$ cat src/rtl/mem_port_arbiter.sv
// ---------------------------------------------------------------------------
// mem_port_arbiter
//
// Shares the single-port unified memory between the instruction-fetch
// requester (IF stage) and the data requester (MEM stage). Data accesses win
// by default because they belong to the older instruction. A streak counter
// limits how many data grants can pass a waiting fetch, so fetch always makes
// progress. The block also raises the pipeline stall while either requester
// is still waiting.
//
// Ports
//   clk, reset            clock and asynchronous active-high reset
//   i_req, i_addr         fetch request and address (held until i_done)
//   i_done, i_rdata       fetch completion pulse and registered fetch data
//   d_req, d_we, d_addr,
//   d_wdata               data request, store flag, address and store data
//   d_done, d_rdata       data completion pulse and registered load data
//   mem_req, mem_we,
//   mem_addr, mem_wdata   memory request side (registered address/data)
//   mem_ack, mem_rdata    memory completion pulse and read data
//   stall                 pipeline stall while any requester is waiting
//   err                   sticky flag for an acknowledge nobody asked for
// ---------------------------------------------------------------------------
module mem_port_arbiter #(
  parameter int ADDR_W     = 64,
  parameter int DATA_W     = 64,
  parameter int MAX_STREAK = 4
) (
  input  logic              clk,
  input  logic              reset,
  input  logic              i_req,
  input  logic [ADDR_W-1:0] i_addr,
  output logic              i_done,
  output logic [DATA_W-1:0] i_rdata,
  input  logic              d_req,
  input  logic              d_we,
  input  logic [ADDR_W-1:0] d_addr,
  input  logic [DATA_W-1:0] d_wdata,
  output logic              d_done,
  output logic [DATA_W-1:0] d_rdata,
  output logic              mem_req,
  output logic              mem_we,
  output logic [ADDR_W-1:0] mem_addr,
  output logic [DATA_W-1:0] mem_wdata,
  input  logic              mem_ack,
  input  logic [DATA_W-1:0] mem_rdata,
  output logic              stall,
  output logic              err
);

  localparam int STREAK_W = $clog2(MAX_STREAK + 1);
  localparam logic [STREAK_W-1:0] STREAK_MAX = STREAK_W'(MAX_STREAK);

  typedef enum logic [1:0] {
    IDLE   = 2'd0,
    BUSY_I = 2'd1,
    BUSY_D = 2'd2,
    RESP   = 2'd3
  } state_t;

  state_t              state_q, state_d;
  logic [STREAK_W-1:0] streak_q, streak_d;
  logic                ownerData_q, ownerData_d;
  logic                memWe_q, memWe_d;
  logic [ADDR_W-1:0]   memAddr_q, memAddr_d;
  logic [DATA_W-1:0]   memWdata_q, memWdata_d;
  logic [DATA_W-1:0]   iRdata_q, iRdata_d;
  logic [DATA_W-1:0]   dRdata_q, dRdata_d;
  logic                err_q, err_d;
  logic                streakAtMax;
  logic                busy;

  assign streakAtMax = (streak_q == STREAK_MAX);
  assign busy        = (state_q == BUSY_I) || (state_q == BUSY_D);

  // Next-state logic: arbitration in IDLE latches the winner's command,
  // BUSY waits for the memory acknowledge and captures read data, RESP
  // spends exactly one cycle presenting the done pulse.
  always_comb begin
    state_d     = state_q;
    streak_d    = streak_q;
    ownerData_d = ownerData_q;
    memWe_d     = memWe_q;
    memAddr_d   = memAddr_q;
    memWdata_d  = memWdata_q;
    iRdata_d    = iRdata_q;
    dRdata_d    = dRdata_q;
    err_d       = err_q;

    case (state_q)
      IDLE: begin
        // A waiting fetch only overrides data once the streak is used up.
        if (d_req && !(i_req && streakAtMax)) begin
          state_d     = BUSY_D;
          ownerData_d = 1'b1;
          memWe_d     = d_we;
          memAddr_d   = d_addr;
          memWdata_d  = d_wdata;
          // Reaching this branch with i_req high implies the streak is
          // below its limit, so the increment can never overflow.
          if (i_req) begin
            streak_d = streak_q + STREAK_W'(1);
          end else begin
            streak_d = '0;
          end
        end else if (i_req) begin
          state_d     = BUSY_I;
          ownerData_d = 1'b0;
          memWe_d     = 1'b0;
          memAddr_d   = i_addr;
          memWdata_d  = '0;
          streak_d    = '0;
        end
      end
      BUSY_I: begin
        if (mem_ack) begin
          iRdata_d = mem_rdata;
          state_d  = RESP;
        end
      end
      BUSY_D: begin
        if (mem_ack) begin
          // Stores leave the load data register untouched.
          if (!memWe_q) begin
            dRdata_d = mem_rdata;
          end
          state_d = RESP;
        end
      end
      RESP: begin
        state_d = IDLE;
      end
      default: begin
        state_d = IDLE;
      end
    endcase

    // An acknowledge outside a memory transaction is a protocol error.
    if (mem_ack && !busy) begin
      err_d = 1'b1;
    end
  end

  // State register; reset abandons any transaction in flight.
  always_ff @(posedge clk or posedge reset) begin
    if (reset) begin
      state_q     <= IDLE;
      streak_q    <= '0;
      ownerData_q <= 1'b0;
      memWe_q     <= 1'b0;
      memAddr_q   <= '0;
      memWdata_q  <= '0;
      iRdata_q    <= '0;
      dRdata_q    <= '0;
      err_q       <= 1'b0;
    end else begin
      state_q     <= state_d;
      streak_q    <= streak_d;
      ownerData_q <= ownerData_d;
      memWe_q     <= memWe_d;
      memAddr_q   <= memAddr_d;
      memWdata_q  <= memWdata_d;
      iRdata_q    <= iRdata_d;
      dRdata_q    <= dRdata_d;
      err_q       <= err_d;
    end
  end

  // mem_req is decoded from the state so that an asynchronous reset
  // withdraws it immediately.
  assign mem_req   = busy;
  assign mem_we    = memWe_q;
  assign mem_addr  = memAddr_q;
  assign mem_wdata = memWdata_q;
  assign i_done    = (state_q == RESP) && !ownerData_q;
  assign d_done    = (state_q == RESP) && ownerData_q;
  assign i_rdata   = iRdata_q;
  assign d_rdata   = dRdata_q;
  assign err       = err_q;
  assign stall     = (i_req && !i_done) || (d_req && !d_done);

endmodule

$ cat config.mk
export PLATFORM = sky130hd
export DESIGN_NAME = mem_port_arbiter
export DESIGN_NICKNAME = d
export VERILOG_FILES = /design/src/rtl/mem_port_arbiter.sv
export SDC_FILE = /design/constraint.sdc
export NUM_CORES = 1
export LEC_CHECK = 0
export BUFFER_PORTS_ARGS = -buffer_cell sky130_fd_sc_hd__buf_4
export CAP_MARGIN = 0
export CORE_AREA = 3 3 204 206
export CTS_BUF_LIST = sky130_fd_sc_hd__clkbuf_4
export DETAILED_ROUTE_END_ITERATION = 12
export DIE_AREA = 0 0 207 209
export GPL_ROUTABILITY_DRIVEN = 0
export PLACE_DENSITY = 0.6
export RECOVER_POWER = 50
export SYNTH_ARGS = -nofsm -noshare
export SYNTH_HDL_FRONTEND = slang
export SYNTH_SLANG_ARGS = --single-unit
export TNS_END_PERCENT = 50
$ cat constraint.sdc
create_clock -name clk -period 9.7 [get_ports clk]
set_clock_uncertainty 0.05 [all_clocks]
set_input_delay 1.94 -clock clk [delete_from_list [all_inputs] [get_ports clk]]
set_output_delay 1.94 -clock clk [all_outputs]
set_load 0.005 [all_outputs]
# Yosys cells after proc, flatten, opt, wreduce, memory -nomap -nowiden
# Index checks and enable logic that the tools add are counted.
# totals
memories,0
ff_bits,264
romBits,0
out_inout_bits,262
ramBits,0
latchBits,0
# classes
n_shift,0
addsub,1
muxes,14
eq_ne,6
div_mod_pow,0
bitwise_logic,1
n_reduce_logical,21
n_mul,0
magnitude_cmp,0
# op_table
cell,count
2-to-1 mux 64 bit,4
2-to-1 mux 3 bit,3
logical AND 1 bit,7
2-to-1 mux 2 bit,3
case mux 2 bit (3 select lines),1
AND reduction 2 bit,3
logical NOT 1 bit,5
"== test 2 bit, second input constant",2
"adder 3 x 1 -> 3 bit, second input constant",1
"== test 3 bit, second input constant",1
2-to-1 mux 1 bit,3
"inequality test 3 bit, second input constant",1
AND reduction 3 bit,1
"== test 2 x 1 -> 1 bit, second input constant",1
logical NOT 2 bit,1
logical OR 1 bit,2
"inequality test 2 x 1 -> 1 bit, second input constant",1
nonzero test 2 bit,1
OR reduction 2 bit,1
NOT 1 bit,1

# Longest topological paths before layout
# logic_depth
ltp_word,6
depth_mapped,8

# Least setup slack after synthesis
# Ideal clock, no wire load.
# synth_timing
kind,input to output
start,input d_req
end,output stall
path_stages,5
setup_slack_ns,5.017
path_buffers,3
t_arrival_ns,2.693
path_cell_list,buf_2 buf_2 buf_2 a21oi_1 a21oi_1
# synth_between
elab_chain_len,2
# synth_lines
item,line,rtl
"start, declared",35,"input logic d_req,"
logical AND 1 bit,180,assign stall = (i_req && !i_done) || (d_req && !d_done);
logical OR 1 bit,180,
"end, declared",47,"output logic stall,"
# Every way passes these cells.

==> results.yml <==
power_and_ir_drop:
  powerDensity_nw_per_um2: 319
  p_leak_nw: 7.69
  ir_drop_uv: 126
die:
  die-area_um2: 43300
  initial_utilization_pct: 26.8
  row_count: 73
  die_h_um: 209
  core_um2: 39800
  ios: 524
  fp.dieW_um: 207
cells_and_area:
  drive_gt1_share_pct: 55.2
  syn2layout_area_growth_pct: 49.6
  fin_nets: 1636
  fin_util_pct: 40.0
  final_design_area_no_fill_um2: 15900
setup_path:
  critPathArrivalTime_ns: 5.33
  path_delay_family: "buffers and inverters"
  critical_path.slowest_cell: "clkinvlp_2"
  path_cells: "clkbuf_4, clkinvlp_2"
  reg2reg_to: "d_rdata[17]"
  cp_num_buf_inv: 2
  max_stage_delay_ns: 3.07
  required_ns: 9.41
  r2r-start: "state_q[0]"
  r2r_setup_slack_ns: 5.42
  rr_worst_depth: 5
  critPathMaxFanout: 130
  path_class: "in -> async"
  crit_path_end_kind: "asynchronous set/reset pin"
  worstSetupStartpointType: "input port"
worst_hold_path:
  hold_path_class: "reg -> reg"
  min_to: "err"
  min_from: "err"
  holdPathStages: 1
clocking:
  cts_buffer_depth: 3
  clk_pin_slew_ns: 0.07
  h-tree-depth: 3
  hold_buffers: 0
  insertion_delay_ns: 0.70
  clock-sinks: 264
  numCtsBuffers: 76
  cts_root_buf: "clkbuf_4"
  post-cts-setup-buffers: 0
  post_cts_resized: 0
  cts_tree: "yes"
synthesis:
  synth_area_um2: 10700
  synth_seq_area_share_pct: 62.0
  synth_top_area_share_pct: 62.0
  syn_nets: 1099
  yosys.area.top_type: "dfrtp_1"
  synthesis.instances: 830
  ys_ff_latch: 264
  synth_cell_types: 30
  yosysWarningCount: 0
  syn_avg_cell_area_um2: 12.8
  synth_area_leaders: "dfrtp_1 (62%), mux2_2 (14%), a22o_1 (5.3%), nand2_1 (4.6%), o211ai_1 (4.5%)"
sta:
  rsz0062_at_grt: "false"
  fmax_mhz: 178
  tightest_slew_ns: 5.65
  final-max-slew-violation-count: 261
  slew_headroom_pct: -277
  finalHoldViolCount: 0
  fin_crit_sh_pct: 57.9
  finalSetupTns_ns: 0
  setup_viol: 0
  period_needed_ns: 5.62
route:
  finalWirelength_mm: 36.3
  detail-route-antenna-nets: 0
  route.vias.total: 9105
  drt-pass1-iter-count: 4
  routed_via_density: 4.67
  wl_per_cell_um: 18.6
  drc_errors: 0
  drt_iter0_drc: 415
global_routing:
  grt.overflow.total: 0
  grt_max_degree: 136
  antenna_found_initial: 2
  first_global_vias: 9522
  grt_pass1_wl_mm: 56.2
  track_usage_pct: 16.3
status:
  failed_checks: "max-capacitance violations, max-slew violations"
  status: "finished with violations"
place:
  placed_area_um2: 15000
  hpwl_mm: 24.9
  port_buffers: 523
job:
  maxCapViolCount: 3
-- kinds of logic after synthesis --
group | count (synthesis) | synth area share, %
compound gates | 142 | 10.7
fa+ha+maj | 7 | 0.822
buf+inv | 82 | 3.76
flops | 264 | 62.0
mux | 130 | 13.7
simple gates | 205 | 8.99
-- synthesized netlist by cell type --
cell,count
dfrtp_1,264
nand2_1,131
mux2_2,129
a22o_1,65
nand4_1,64
o211ai_1,64
buf_2,44
clkbuf_1,21
inv_1,9
ha_1,7
buf_6,4
a31oi_1,3
nor2_1,3
a21o_1,2
a21oi_1,2
buf_1,2
buf_4,2
nor2b_1,2
a2bb2oi_1,1
a31o_2,1
a32o_1,1
and2_1,1
and3_4,1
mux2i_1,1
nand3_2,1
nand3b_1,1
nor3b_1,1
o21a_1,1
o21ai_2,1
o22ai_1,1
-- layer usage --
layer	up-vias	share of wire (%)	track usage [%]
met4	0	2.7	7.12
met1	4478	40	19.6
met3	64	8.8	6.05
li1	4140	-	-
met5	-	0	0
met2	423	48	26.3
-- area by class of cell --
type	count	area, um^2
clock buffers	110	826
clock inverters	23	156
diodes	2	5.00
fillers	3892	23900
multi-input cells	484	3670
inverters	9	35.0
well taps	525	657
flip-flops and latches	264	6610
repair buffers	532	4000
-- registers in the layout, indices dropped and copies added (netlist names) --
signal and cells:
err 1, mem_wdata 64, state_q 2, streak_q 3, mem_addr 64, d_rdata 64, mem_we 1, i_rdata 64
ownerData_q 1
-- worst max path at each step --
stage / from / endpoint / slack [ns] / cells after the start
after floorplan: reset / d_rdata[0] / 0.44 / 1
after global placement: d_req / stall / 4.48 / 4
after detailed placement: d_req / stall / 4.51 / 4
after CTS: d_req / stall / 4.50 / 4
after global routing: reset / i_rdata[40] / 3.17 / 2
final: reset / i_rdata[7] / 4.08 / 2
-- per-stage QoR --
| step | power [mW] | hold WS (ns) | instances | worst slack [ns] |
|---|---|---|---|---|
| 3_5_place_dp | 4.07 | 0.405 | 1814 | 4.51 |
| 6_report | 5.09 | 0.412 | 1949 | 4.08 |
| 2_1_floorplan | 2.85 | 0.401 | 830 | 0.441 |
| 5_1_grt | 5.46 | 0.433 | 1949 | 3.17 |
| 3_3_place_gp | 4.02 | 0.402 | 1814 | 4.48 |
| 4_1_cts | 5.17 | 0.421 | 1947 | 4.50 |
-- report_power, final --
group | internal [mW] | switching (mW)
logic | 1.22 | 0.888
registers | 1.63 | 0.291
clock network | 0.575 | 0.486
total | 3.42 | 1.67
-- cells in the final DEF (no fill, tap or decap), types with 2 or more instances in the layout --
master,instances
a21o_1,2
a21oi_1,2
a22o_1,65
a31oi_1,3
buf_4,527
bufinv_16,2
clkbuf_1,3
clkbuf_4,111
clkinv_1,15
clkinv_2,3
clkinv_4,2
dfrtp_1,264
diode_2,2
ha_1,6
inv_1,8
mux2_2,129
nand2_1,130
nand4_1,64
nor2_1,3
nor2b_1,2
o211ai_1,64
Power figures use the tool's default switching activity.
